**src/rtl/shared_bram_if.sv**
```systemverilog
// Port-B bus between the shared-BRAM agent (master) and the dual-port BRAM (slave).
interface shared_bram_if #(
  parameter int ADDR_W = 11,
  parameter int DATA_W = 32
);
  logic [ADDR_W-1:0] bram_addr;
  logic [DATA_W-1:0] bram_din;
  logic              bram_we;
  logic [DATA_W-1:0] bram_dout;

  modport master (output bram_addr, output bram_din, output bram_we, input bram_dout);
  modport slave  (input bram_addr, input bram_din, input bram_we, output bram_dout);
endinterface

```
**src/rtl/shared_bram_agent.sv**
```systemverilog
// PL-side agent for a PS/PL shared BRAM: fill pass, status polling, doorbell ack and irq.
// Optional periodic interrupt enabled by defining SHARED_BRAM_PERIODIC_IRQ_EN.
module shared_bram_agent #(
  parameter int          ADDR_W      = 11,
  parameter int          DATA_W      = 32,
  parameter int unsigned STATUS_ADDR = 0,
  parameter int unsigned TICK_MAX    = 28'h8F0_D17F
) (
  input  logic              clk,
  input  logic              rst,
  shared_bram_if.master     bram,
  input  logic              ps_doorbell,
  output logic              irq,
  output logic [1:0]        irq_src,
  output logic              irq_toggle,
  output logic [DATA_W-1:0] status_word,
  output logic              init_done
);

  localparam int FW = ADDR_W + 1;
  localparam logic [ADDR_W-1:0] ST_ADDR  = ADDR_W'(STATUS_ADDR);
  localparam logic [ADDR_W-1:0] ACK_ADDR = ADDR_W'(STATUS_ADDR + 1);

  typedef enum logic [2:0] {FILL, POLL_RD, POLL_WAIT, POLL_CAP, ACK_WR} state_e;

  state_e            state_q;
  logic [FW-1:0]     fill_q;
  logic [ADDR_W-1:0] addr_q;
  logic [DATA_W-1:0] din_q;
  logic              we_q;
  logic [DATA_W-1:0] status_q;
  logic              init_q;
  logic              irq_q;
  logic [1:0]        irq_src_q;

  logic [2:0]        db_q;
  logic              db_rise;
  logic              pend_q;
  logic              pend_d;
  logic              ack_ev;
  logic              tick;

  // Doorbell crosses clock domains: two sync flops plus one history flop for edge detect.
  assign db_rise = db_q[1] & ~db_q[2];
  assign ack_ev  = (state_q == ACK_WR);
  assign pend_d  = db_rise | (pend_q & ~ack_ev);

  always_ff @(posedge clk or posedge rst) begin
    if (rst) begin
      db_q   <= '0;
      pend_q <= 1'b0;
    end else begin
      db_q   <= {db_q[1:0], ps_doorbell};
      pend_q <= pend_d;
    end
  end

`ifdef SHARED_BRAM_PERIODIC_IRQ_EN
  localparam int CNT_W = (TICK_MAX == 0) ? 1 : $clog2(64'(TICK_MAX) + 64'd1);

  logic [CNT_W-1:0] cnt_q;
  logic             toggle_q;

  assign tick       = (cnt_q == CNT_W'(TICK_MAX));
  assign irq_toggle = toggle_q;

  // Free-running from reset, independent of the FSM.
  always_ff @(posedge clk or posedge rst) begin
    if (rst) begin
      cnt_q    <= '0;
      toggle_q <= 1'b0;
    end else begin
      cnt_q <= tick ? '0 : cnt_q + CNT_W'(1);
      if (tick) toggle_q <= ~toggle_q;
    end
  end
`else
  assign tick       = 1'b0;
  assign irq_toggle = 1'b0;
`endif

  // Outputs are registered: the state value always matches what is on the bus this cycle.
  always_ff @(posedge clk or posedge rst) begin
    if (rst) begin
      state_q   <= FILL;
      fill_q    <= '0;
      addr_q    <= '0;
      din_q     <= '0;
      we_q      <= 1'b0;
      status_q  <= '0;
      init_q    <= 1'b0;
      irq_q     <= 1'b0;
      irq_src_q <= 2'b00;
    end else begin
      irq_q     <= ack_ev | tick;
      irq_src_q <= {ack_ev, tick};
      case (state_q)
        FILL: begin
          if (fill_q[ADDR_W]) begin
            state_q <= POLL_RD;
            addr_q  <= ST_ADDR;
            we_q    <= 1'b0;
            init_q  <= 1'b1;
          end else begin
            addr_q <= fill_q[ADDR_W-1:0];
            din_q  <= DATA_W'(fill_q[ADDR_W-1:0]);
            we_q   <= 1'b1;
            fill_q <= fill_q + FW'(1);
          end
        end
        POLL_RD: begin
          state_q <= POLL_WAIT;
          addr_q  <= ST_ADDR;
          we_q    <= 1'b0;
        end
        POLL_WAIT: begin
          state_q <= POLL_CAP;
        end
        POLL_CAP: begin
          status_q <= bram.bram_dout;
          if (pend_q) begin
            state_q <= ACK_WR;
            addr_q  <= ACK_ADDR;
            din_q   <= bram.bram_dout + DATA_W'(1);
            we_q    <= 1'b1;
          end else begin
            state_q <= POLL_RD;
          end
        end
        ACK_WR: begin
          state_q <= POLL_RD;
          addr_q  <= ST_ADDR;
          we_q    <= 1'b0;
        end
        default: begin
          state_q <= FILL;
          we_q    <= 1'b0;
        end
      endcase
    end
  end

  assign bram.bram_addr = addr_q;
  assign bram.bram_din  = din_q;
  assign bram.bram_we   = we_q;
  assign irq            = irq_q;
  assign irq_src        = irq_src_q;
  assign status_word    = status_q;
  assign init_done      = init_q;

endmodule

```
**src/flat_wrapper.sv**
```systemverilog
// flat-port wrapper written by rule: the top's interface ports become plain ports
module shared_bram_agent_flat 
#(
  parameter int          ADDR_W      = 11,
  parameter int          DATA_W      = 32,
  parameter int unsigned STATUS_ADDR = 0,
  parameter int unsigned TICK_MAX    = 28'h8F0_D17F
)
  (clk, rst, ps_doorbell, irq, irq_src, irq_toggle, status_word, init_done, bram_bram_addr, bram_bram_din, bram_bram_we, bram_bram_dout);
  shared_bram_if #(.ADDR_W(ADDR_W), .DATA_W(DATA_W)) bram_i ();
  input  logic clk;
  input  logic rst;
  input  logic ps_doorbell;
  output logic irq;
  output logic [1:0] irq_src;
  output logic irq_toggle;
  output logic [DATA_W-1:0] status_word;
  output logic init_done;
  output wire logic [$bits(bram_i.bram_addr)-1:0] bram_bram_addr;
  output wire logic [$bits(bram_i.bram_din)-1:0] bram_bram_din;
  output wire logic [$bits(bram_i.bram_we)-1:0] bram_bram_we;
  input wire logic [$bits(bram_i.bram_dout)-1:0] bram_bram_dout;
  assign bram_bram_addr = bram_i.bram_addr;
  assign bram_bram_din = bram_i.bram_din;
  assign bram_bram_we = bram_i.bram_we;
  assign bram_i.bram_dout = bram_bram_dout;
  shared_bram_agent #(.ADDR_W(ADDR_W), .DATA_W(DATA_W), .STATUS_ADDR(STATUS_ADDR), .TICK_MAX(TICK_MAX)) u_core (.clk(clk), .rst(rst), .bram(bram_i), .ps_doorbell(ps_doorbell), .irq(irq), .irq_src(irq_src), .irq_toggle(irq_toggle), .status_word(status_word), .init_done(init_done));
endmodule
```
**config.mk**
```make
export PLATFORM = sky130hd
export DESIGN_NAME = shared_bram_agent_flat
export DESIGN_NICKNAME = d
export VERILOG_FILES = /design/src/rtl/shared_bram_if.sv /design/src/rtl/shared_bram_agent.sv /design/src/flat_wrapper.sv
export SDC_FILE = /design/constraint.sdc
export NUM_CORES = 1
export LEC_CHECK = 0
export ABC_CLOCK_PERIOD_IN_PS = 6690
export BUFFER_PORTS_ARGS = -buffer_cell sky130_fd_sc_hd__buf_2
export CAP_MARGIN = 40
export CORE_MARGIN = 10
export CORE_UTILIZATION = 40
export DETAILED_ROUTE_END_ITERATION = 8
export GPL_TIMING_DRIVEN = 0
export PLACE_DENSITY_LB_ADDON = 0.25
export SETUP_SLACK_MARGIN = 0.05
export SYNTH_ARGS = -nofsm -noshare
export SYNTH_HDL_FRONTEND = slang
export SYNTH_SLANG_ARGS = --single-unit
```
**constraint.sdc**
```tcl
create_clock -name clk -period 6.69 [get_ports clk]
set_input_delay 0.669 -clock clk [delete_from_list [all_inputs] [get_ports clk]]
set_output_delay 0.669 -clock clk [all_outputs]
set_load 0.05 [all_outputs]
```
## Word level (Yosys, flattened, before mapping)

Cells that the tools add are included.

| cells by class | value |
|---|---|
| add/subtract/negate cells | 2 |
| equal/unequal tests | 7 |
| multiplexer cells | 13 |
| bitwise operators | 7 |
| reduce and logical (&&, ||, !) cells | 9 |

Operators with widths:

| cell | count |
|---|---|
| $mux 32 | 2 |
| $pmux 32 s2 | 1 |
| $pmux 11 s3 | 1 |
| $add 32x1->32 const B | 1 |
| $mux 11 | 2 |
| $pmux 3 s5 | 1 |
| $add 12x1->12 const B | 1 |
| $mux 12 | 1 |
| $reduce_and 2->1 | 4 |
| $eq 3x2->1 const B | 2 |
| $mux 3 | 2 |
| $ne 2x1->1 const B | 2 |
| $not 1->1 | 4 |
| $eq 3x1->1 const B | 1 |
| $eq 3x3->1 const B | 1 |
| $logic_not 3->1 | 1 |
| $pmux 1 s3 | 1 |
| $reduce_and 3->1 | 1 |
| $reduce_bool 3->1 | 1 |
| $and 1x1->1 | 2 |
| $mux 1 | 2 |
| $ne 2x2->1 const B | 1 |
| $reduce_bool 2->1 | 1 |
| $reduce_or 2->1 | 1 |
| $or 1x1->1 | 1 |

| word-level totals | value |
|---|---|
| bits in registers | 97 |
| bits of input ports | 35 |

## Depth between registers and ports, before layout

Gate-level depths: netlist (run 1).

| depth | value |
|---|---|
| depth after elaboration | 4 |
| mapped depth | 8 |
| gate-level depth less buffers | 6 |

## Least setup slack after synthesis (run 1)

No wires, ideal clock.

| path | value |
|---|---|
| path type | input to register |
| start | in bram_bram_dout[2] |
| end | reg u_core.din_q[31], in the netlist u_core.bram.bram_din[31] |
| arrival | 2.080 ns |
| path slack | 4.541 ns |
| cell stages on the path | 6 |
| path buffers | 1 |
| cells stage by stage | buf_6 nand4_4 nor4_4 nand4_2 or4_1 nand3_1 |

| on the way | value |
|---|---|
| word-level cells in the longest chain between the ends | 3 |

Ends and longest elaborated chain:

| what | line | source |
|---|---|---|
| from (decl) | flat_wrapper.sv:22 | `input wire logic [$bits(bram_i.bram_dout)-1:0] bram_bram_dout;` |
| $add 32x1->32 | shared_bram_agent.sv:124 | `din_q <= bram.bram_dout + DATA_W'(1);` |
| $mux 32 | shared_bram_agent.sv:121 | `if (pend_q) begin` |
| $pmux 32 s2 | shared_bram_agent.sv:97 | `case (state_q)` |
| to (signal assigned) | shared_bram_agent.sv:106 | `din_q <= DATA_W'(fill_q[ADDR_W-1:0]);` |
| to (signal assigned) | shared_bram_agent.sv:124 |  |
| to (decl) | shared_bram_agent.sv:29 | `logic [DATA_W-1:0] din_q;` |

Every way passes these cells. The select of a mux whose other input is x is not followed.
A chain may end at the register's enable or synchronous reset.

## Final worst setup path (run 1)

| path | value |
|---|---|
| start | in bram_bram_dout[3] |
| end | reg u_core.din_q[31], in the netlist u_core.bram.bram_din[31] |

Same word-level chain as after synthesis.

==> qor.yml, run 1 <==
status:
  status: "complete, no violations"
global_route:
  grt_use_total_pct: 15.39
  overflow: 0
  grt_max_degree: 58
  antenna_found_initial: 1
  grt_pass1_wl_um: 19590
  grt_pass1_vias: 3709
worst_setup_path:
  cp-end-kind: "flop"
  startpoint_type: "input port"
  cp_cell_sequence: "buf_2 > nand4_4 > nor4_4 > nand4_2 > or4_1 > nand3_1"
  cp_max_fo: 9
  cp_slowest_stage_delay_ns: 0.63
  critPathKind: "in2reg"
  slowest_stage: "nor4_4"
  arrival_ns: 2.51
  cp.required_ns: 6.99
placed_design:
  place_area_um2: 5137
  io_buffers: 112
  hpwl_um: 9031
  place.gp.congestion: 0.8284
power:
  power_w: 0.001026
  p_leak_nw: 2.500
  peakVddDrop_mv: 0.08950
  p_per_area_nw_per_um2: 192.3
finish:
  utilization_pct: 49.42
  syn_to_final_growth_pct: 21.90
  drive_gt1_share_pct: 25.13
  num-nets-final: 613
  most-common-layout-cells: "nand2_1 (149), buf_2 (112), dfrtp_1 (97)"
  antenna_cells: 0
  final_common_cell: "nand2_1"
  design_area_um2: 5334
cts:
  cts_hold_buf: 0
  cts_resized: 0
  clkSinkCount: 97
  clock_latency_ns: 0.37
  cts-buffers-inserted: 9
  root_buffer: "clkbuf_8"
  cts.path.max_buffers: 2
  cts_max_level: 3
  cts.clk_slew.worst_paths_ns: 0.09
  cts_tree: "built"
  post_cts_buffers: 0
die:
  dieArea_um2: 15520
  die_w_um: 124.6
  core_um2: 10790
  die_h_um: 124.6
  start_util_pct: 40.54
  io_pins: 116
  placementRows: 38
detailed_routing:
  drt_iter0_drc: 219
  routedWlPerCell_um: 16.45
  firstDrtPassIters: 4
  antenna_left: 0
  vias_per_cell: 4.920
  drc_errors: 0
  drt_wl_total_um: 11860
  vias: 3547
timing:
  max_slew_margin_pct: 47.36
  period_needed_ns: 2.206
  tightest_slew_ns: 0.7831
  fmax_ghz: 0.4534
  hold_violations: 0
  finalClockSkew_ns: 0.008181
  setup_viol: 0
  slew_viol_final: 0
  fin_tns_setup_ns: 0
  fin_crit_sh_pct: 32.97
  grt_setup_unrepaired: "false"
logic_synthesis:
  post_synth.cell_area_avg_um2: 9.702
  syn_area_um2: 4375
  ys_warn_count: 0
  netlist_instances: 451
  synth_seq_area_share_pct: 55.48
  synthArstFlopShare_pct: 100.0
  ys_types: 50
  ys_ff_latch: 97
  synth_flop_cell: "dfrtp_1"
  synth_edf_count: 0
flow_run:
  maxCapViolCount: 0
worst_hold_path:
  hold_path_class: "reg2reg"
-- state kept, by name, summed over array words and instances, names as in the netlist --
register               flops
u_core.state_q             3
u_core.bram.bram_we        1
u_core.bram.bram_addr     11
u_core.pend_q              1
u_core.fill_q             12
u_core.irq_src             1
u_core.status_word        32
u_core.bram.bram_din      32
u_core.init_done           1
u_core.db_q                3
-- per-stage QoR --
stage	hold WS, ns	instances	setup slack (ns)
final	0.3579	721	4.484
after global routing	0.3715	721	4.267
after CTS	0.3616	721	4.486
after detailed placement	0.3404	705	4.119
after global placement	0.3386	704	2.313
after floorplan	0.3312	452	3.487
-- report_power, final --
group	internal (W)	switching [W]	total (W)
registers	0.000587	0.000000269	0.000587
clock network	0.000174	0.000212	0.000385
logic	0.0000174	0.0000363	0.0000537
total	0.000778	0.000248	0.00103
-- routing by layer --
layer	global-route usage, %	part of all wire, %
met5	0	0.11
met4	4.935	1.1
met3	6.000	7.6
met2	24.32	47
met1	18.85	44
-- worst max-delay path: cells and delay by family --
kind,cells,cell delay [ns]
buffers and inverters,1,0.18
AND/OR/NAND/NOR,5,1.66
-- cell type report --
| class | instances | area [um^2] |
|---|---|---|
| Buffer | 24 | 120.1 |
| Clock buffer | 10 | 127.6 |
| Clock inverter | 6 | 68.82 |
| Fill cell | 1035 | 5459 |
| Inverter | 8 | 32.53 |
| Multi-Input combinational cell | 323 | 1802 |
| Sequential cell | 97 | 2427 |
| Tap cell | 140 | 175.2 |
| Timing Repair Buffer | 113 | 580.6 |
-- kinds of logic (layout without fill, tap and decap cells) --
family | Yosys count | count (layout) | share of synthesized area [%]
multiplexers | 4 | 4 | 0.9437
flip-flops | 97 | 97 | 55.48
XOR/XNOR | 40 | 40 | 8.007
other | 1 | 2 | 0.08571
buffers and inverters | 32 | 161 | 3.431
adder cells (fa/ha/maj) | 2 | 2 | 0.5718
AO/OA/AOI/OAI | 58 | 58 | 8.236
AND/OR/NAND/NOR | 217 | 217 | 23.25
-- cells in the mapped netlist (3+ instances only) --
cell type	n	share of area (%)
nand4_1	8	1.1
xnor2_1	14	2.8
xor2_1	26	5.2
a21oi_1	5	0.57
dfrtp_1	97	55
and3_1	4	0.57
o21ai_0	4	0.46
nand2_1	149	13
nor2_1	15	1.3
nand3_1	17	1.9
a22o_1	10	2.0
buf_4	3	0.51
o21ai_1	27	3.1
clkbuf_1	18	1.5
inv_1	8	0.69
mux2i_1	3	0.69
a22oi_1	3	0.51
-- path summary, 6_finish.rpt --
| check | from | endpoint | slack (ns) | depth (start not counted) |
|---|---|---|---|---|
| setup / recovery | bram_bram_dout[3] | u_core.bram.bram_din[31]$_DFFE_PP0P_ | 4.48 | 6 |
| hold / removal | u_core.db_q[0]$_DFF_PP0_ | u_core.db_q[1]$_DFF_PP0_ | 0.36 | 0 |
| setup reg to reg | u_core.state_q[0]$_DFFE_PP0N_ | u_core.bram.bram_din[7]$_DFFE_PP0P_ | 4.51 | 5 |
| hold reg to reg | u_core.db_q[0]$_DFF_PP0_ | u_core.db_q[1]$_DFF_PP0_ | 0.36 | 0 |
| max in group asynchronous | rst | u_core.status_word[3]$_DFFE_PP0N_ | 5.59 | 3 |
| min in group asynchronous | rst | u_core.status_word[30]$_DFFE_PP0N_ | 0.43 | 2 |
Note: power is estimated with default switching activity, not from simulation.
==> inputs of run 2 (changes only) <==
ABC_CLOCK_PERIOD_IN_PS = 2200   (was 6690)
clock period = 2.2 ns   (was 6.69 ns; I/O delays follow)
==> run 2 against run 1 <==
Effect of this change:
- first-iteration DRC count shrank 15%
- combinational power grew to 3.2 times the previous value
- non-clock buffer count grew 3
- die area is the same
- setup slack lost 4.3 ns
- total power grew to 3.1 times the previous value
- sequential cell count is the same
- utilization grew 0.73 points
- clock power grew to 3.3 times the previous value
- hold slack lost 0.26 ns
- sequential power grew to 3.0 times the previous value
- final area grew 1.5%
- critical endpoint is now u_core.bram.bram_din[7]$_DFFE_PP0P_
- largest power group unchanged
==> qor.yml, run 2 (same netlist as run 1, synthesis figures left out) <==
status:
  status: "complete, no violations"
cts:
  root_buffer: "clkbuf_8"
  post_cts_buffers: 0  # unchanged
  cts.path.max_buffers: 2  # unchanged
  clkSinkCount: 97  # unchanged
  cts-buffers-inserted: 9  # unchanged
  cts_tree: "built"
  clock_latency_ns: 0.36  # about the same
  cts_max_level: 3  # unchanged
  cts.clk_slew.worst_paths_ns: 0.09  # about the same
timing:
  fin_tns_setup_ns: 0  # unchanged
  finalClockSkew_ns: 0.008707  # +0.0005254 ns
  hold_violations: 0  # unchanged
  grt_setup_unrepaired: "false"
  period_needed_ns: 2.014
  max_slew_margin_pct: 54.85  # +7.5 points
  tightest_slew_ns: 0.6759  # -0.1072 ns
  fmax_ghz: 0.4966
  setup_viol: 0  # unchanged
  slew_viol_final: 0  # unchanged
  fin_crit_sh_pct: 91.53
die:
  dieArea_um2: 15520  # unchanged
  placementRows: 38  # unchanged
  die_h_um: 124.6  # unchanged
  die_w_um: 124.6  # unchanged
  core_um2: 10790  # unchanged
  start_util_pct: 40.54  # unchanged
  io_pins: 116  # unchanged
global_route:
  grt_pass1_wl_um: 19320  # -1.4%
  grt_pass1_vias: 3682  # -0.73%
  antenna_found_initial: 1  # unchanged
  grt_use_total_pct: 15.01  # -0.38 points
  grt_max_degree: 39  # -33%
  overflow: 0  # unchanged
worst_setup_path:
  cp-end-kind: "flop"
  critical_path_depth: 5  # -1
  critPathKind: "reg2reg"
  cp_max_fo: 10  # +1
  path_buf_inv: 2  # +1
  cp_cell_sequence: "buf_1 > nor4_4 > clkbuf_1 > a22oi_1 > o21ai_0"
  startpoint_type: "flop"
  slowest_stage: "nor4_4"
  ff2ff_path_depth: 5  # unchanged
  cp.required_ns: 2.47  # -4.52 ns
  cp_slowest_stage_delay_ns: 0.54  # -0.09 ns
  path_delay_family: "buffers and inverters"
  arrival_ns: 2.29  # -0.22 ns
placed_design:
  hpwl_um: 9065  # +0.38%
  io_buffers: 112  # unchanged
  place.gp.congestion: 0.8001  # -3.4%
detailed_routing:
  drt_iter0_drc: 186  # -15%
  firstDrtPassIters: 4  # unchanged
  drc_errors: 0  # unchanged
  routedWlPerCell_um: 16.27  # -1.1%
  vias_per_cell: 4.910  # -0.19%
  vias: 3550  # +0.085%
  drt_wl_total_um: 11760  # -0.79%
  antenna_left: 0  # unchanged
worst_hold_path:
  whs_path_depth: 3  # +3
  hold_path_class: "in2reg"
power:
  p_leak_nw: 2.549  # +2.0%
  power_w: 0.003229  # +210%
  peakVddDrop_mv: 0.3433  # +280%
  p_per_area_nw_per_um2: 596.5  # +210%
finish:
  fillers: 1060  # +2.4%
  most-common-layout-cells: "nand2_1 (149), buf_2 (112), dfrtp_1 (97)"
  syn_to_final_growth_pct: 23.71
  area.sequential_um2: 2427  # unchanged
  num-nets-final: 616  # +0.49%
  multi_input_area_um2: 1813  # +0.62%
  final_common_cell: "nand2_1"
  drive_gt1_share_pct: 26.07  # +0.94 points
  antenna_cells: 0  # unchanged
flow_run:
  maxCapViolCount: 0  # unchanged
[run 2: metal layers]
layer / track usage (%) / part of all wire, % / up-vias
met2: 24.50 / 48 / 88
met1: 18.20 / 44 / 1703
li1: - / - / 1748
met5: 0 / 0.11 / -
met3: 5.404 / 7.4 / 9
met4: 4.249 / 0.77 / 2
[run 2: path summary, 6_finish.rpt]
check                                                            end  slack [ns]                     startpoint
worst max-delay path             u_core.bram.bram_din[7]$_DFFE_PP0P_        0.19  u_core.state_q[1]$_DFFE_PP0N_
worst min-delay path              u_core.status_word[25]$_DFFE_PP0N_         0.1             bram_bram_dout[25]
worst max register to register   u_core.bram.bram_din[7]$_DFFE_PP0P_        0.19  u_core.state_q[1]$_DFFE_PP0N_
worst min register to register              u_core.db_q[1]$_DFF_PP0_        0.35       u_core.db_q[0]$_DFF_PP0_
max in group asynchronous          u_core.status_word[4]$_DFFE_PP0N_        1.09                            rst
min in group asynchronous       u_core.bram.bram_din[25]$_DFFE_PP0P_        0.50                            rst
[run 2: final cells by class]
cell class | instances | area share (%)
Sequential cell | 97 | 44.85
Multi-Input combinational cell | 323 | 33.50
Timing Repair Buffer | 116 | 11.47
Tap cell | 140 | 3.236
Clock buffer | 10 | 2.543
Buffer | 24 | 2.312
Clock inverter | 5 | 1.479
Inverter | 8 | 0.6241
[run 2: power breakdown]
| group | switching, W | total [W] | leakage, nW | internal, W |
|---|---|---|---|---|
| Combinational | 0.000112 | 0.000171 | 1.31 | 0.0000588 |
| Sequential | 0.000000814 | 0.00178 | 1.14 | 0.00178 |
| Clock | 0.000610 | 0.00127 | 0.104 | 0.000663 |
| Total | 0.000723 | 0.00323 | 2.55 | 0.00251 |
[run 2: worst reg2reg max path: cells and delay by family (launching register included)]
family / cells / cell delay [ns]
buffers and inverters: 2 / 0.68
DFF: 1 / 0.41
and+or+nand+nor: 1 / 0.54
AOI/OAI and AO/OA: 2 / 0.28
[run 2: stage by stage]
stage	setup slack, ns	cells	hold WS (ns)	instance area, um^2	util [%]
5_1_grt	0.06095	723	0.1009	5413	50.15
2_1_floorplan	0.4505	452	0.2514	4383	-
6_report	0.1864	723	0.09795	5413	50.15
3_3_place_gp	0.03325	704	0.3311	5119	47.43
4_1_cts	0.02749	723	0.08439	5410	50.13
3_5_place_dp	-0.03441	706	0.3301	5159	47.80
[run 2: timing repair]
action                                  in CTS  in global routing
hold endpoints to repair                    27                  0
endpoints found under the setup margin      35                 36
resized for setup                            4                  4
hold buffers                                 2                  0
==> inputs of run 3 (changes only) <==
SETUP_SLACK_MARGIN = 0.4   (was 0.05)
==> run 3 against run 2 <==
Effect of this change:
- register-to-register slack improved by 0.28 ns
- hold slack barely moved
- via count rose by 0.59%
- sequential share of layout area fell by 0.66 points
- clock skew rose by 0.00075 ns
- total power rose by 0.15%
- die area did not move
- clock-buffer cell count did not move
- critical path type unchanged
- critical endpoint unchanged
==> qor.yml, run 3 (same netlist as run 1, synthesis figures left out) <==
timing:
  setup_viol: 0  # unchanged
  fin_crit_sh_pct: 78.81  # -13 points
  grt_setup_unrepaired: "true"
  tightest_slew_ns: 0.6787  # +0.002782 ns
  fmax_ghz: 0.5768  # +16%
  period_needed_ns: 1.734  # -0.2799 ns
  slew_viol_final: 0  # unchanged
  finalClockSkew_ns: 0.009456  # +0.0007494 ns
  hold_violations: 0  # unchanged
  fin_tns_setup_ns: 0  # unchanged
  max_slew_margin_pct: 54.66  # -0.19 points
die:
  die_w_um: 124.6  # unchanged
  core_um2: 10790  # unchanged
  die_h_um: 124.6  # unchanged
  io_pins: 116  # unchanged
  start_util_pct: 40.54  # unchanged
  dieArea_um2: 15520  # unchanged
  placementRows: 38  # unchanged
finish:
  fillers: 1054  # -0.57%
  multi_input_area_um2: 1819  # +0.34%
  num-nets-final: 623  # +1.1%
  area.sequential_um2: 2429  # about the same
  drive_gt1_share_pct: 28.98  # +2.9 points
  most-common-layout-cells: "nand2_1 (149), buf_2 (116), dfrtp_1 (96)"
  syn_to_final_growth_pct: 25.62
  antenna_cells: 0  # unchanged
  final_common_cell: "nand2_1"
detailed_routing:
  drt_iter0_drc: 166  # -11%
  routedWlPerCell_um: 16.25  # -0.14%
  firstDrtPassIters: 4  # unchanged
  vias: 3571  # +0.59%
  drt_wl_total_um: 11860  # +0.82%
  drc_errors: 0  # unchanged
  vias_per_cell: 4.892  # -0.37%
  antenna_left: 0  # unchanged
worst_setup_path:
  arrival_ns: 1.96  # -0.33 ns
  cp_max_fo: 10  # unchanged
  startpoint: "u_core.fill_q[11]$_DFFE_PP0N_"
  r2r_slack_ns: 0.47  # +0.28 ns
  cp.required_ns: 2.42  # -0.05 ns
  cp_slowest_stage_delay_ns: 0.47  # -0.07 ns
  rr_startpoint: "u_core.fill_q[11]$_DFFE_PP0N_"
  startpoint_type: "flop"
  critPathKind: "reg2reg"
  cp-end-kind: "flop"
  ff2ff_path_depth: 6  # +1
  slowest_stage: "dfrtp_2"
  cp_cell_sequence: "or3_1 > a21o_1 > buf_2 > buf_8 > a22oi_1 > o21ai_0"
  setup.worst_path.end: "u_core.bram.bram_din[7]$_DFFE_PP0P_"
  regToRegEndpoint: "u_core.bram.bram_din[7]$_DFFE_PP0P_"
cts:
  clock_latency_ns: 0.36  # about the same
  cts-buffers-inserted: 9  # unchanged
  root_buffer: "clkbuf_8"
  cts.clk_slew.worst_paths_ns: 0.09  # about the same
  cts_max_level: 3  # unchanged
  cts_tree: "built"
  cts.path.max_buffers: 2  # unchanged
  clkSinkCount: 97  # unchanged
placed_design:
  io_buffers: 112  # unchanged
  place.gp.congestion: 0.8001  # unchanged
  hpwl_um: 9065  # unchanged
flow_run:
  maxCapViolCount: 0  # unchanged
global_route:
  overflow: 0  # unchanged
  grt_use_total_pct: 15.07  # +0.063 points
  grt_pass1_wl_um: 19400  # +0.39%
  grt_pass1_vias: 3701  # +0.52%
  antenna_found_initial: 1  # unchanged
  grt_max_degree: 39  # unchanged
worst_hold_path:
  hold_path_class: "in2reg"
  whs_path_depth: 3  # unchanged
power:
  power_w: 0.003234  # +0.15%
  p_leak_nw: 2.636  # +3.4%
  peakVddDrop_mv: 0.3420  # -0.39%
  p_per_area_nw_per_um2: 588.3  # -1.4%
status:
  status: "complete, no violations"
[run 3: layer usage]
layer  share of wire [%]  GRT usage [%]
met5               0.059              0
met3                 7.3          5.404
met1                  44          18.22
met2                  48          24.69
met4                0.78          4.249
[run 3: timing repair]
action | 4_1_cts | 5_1_grt
hold buffers | 2 | 0
hold endpoints to repair | 27 | 0
setup endpoints to repair | 80 | 69
gates cloned | 0 | 0
pin swaps | 1 | 3
setup buffers | 3 | 4
gates resized for setup | 16 | 17
[run 3: area by class of cell]
class                      count  area share (%)
sequential                    97           44.18
multi-input combinational    323           33.10
timing repair buffer         123           12.25
tap                          140           3.187
buffer                        24           2.709
clock buffer                  10           2.504
clock inverter                 5           1.457
inverter                       8          0.6146
[run 3: power by group]
group	total, W	switching [W]	internal [W]
registers	0.00178	0.000000814	0.00178
logic	0.000172	0.000113	0.0000588
clock network	0.00128	0.000614	0.000663
[run 3: stage by stage]
step / utilization [%] / std cells / hold WS (ns) / worst slack, ns / area (um^2)
after floorplan: - / 452 / 0.2514 / 0.4505 / 4383
after global placement: 47.43 / 704 / 0.3311 / 0.03325 / 5119
after detailed placement: 47.80 / 706 / 0.3301 / -0.03441 / 5159
after CTS: 50.51 / 726 / 0.08439 / 0.4023 / 5451
after global routing: 50.93 / 730 / 0.1009 / 0.3873 / 5497
final: 50.93 / 730 / 0.09754 / 0.4663 / 5497
[run 3: how the worst min path moves through the flow]
stage / from / to
final: bram_bram_dout[19] / u_core.status_word[19]$_DFFE_PP0N_
after floorplan: ps_doorbell / u_core.db_q[0]$_DFF_PP0_
after global placement: ps_doorbell / u_core.db_q[0]$_DFF_PP0_
after global routing: bram_bram_dout[2] / u_core.status_word[2]$_DFFE_PP0N_
after CTS: bram_bram_dout[15] / u_core.status_word[15]$_DFFE_PP0N_
after detailed placement: ps_doorbell / u_core.db_q[0]$_DFF_PP0_
[run 3: critical path: cells and delay by family, from the launching register on]
| family | cells | cell delay [ns] |
|---|---|---|
| DFF | 1 | 0.47 |
| AOI/OAI and AO/OA | 3 | 0.46 |
| and+or+nand+nor | 1 | 0.35 |
| buffers and inverters | 2 | 0.33 |
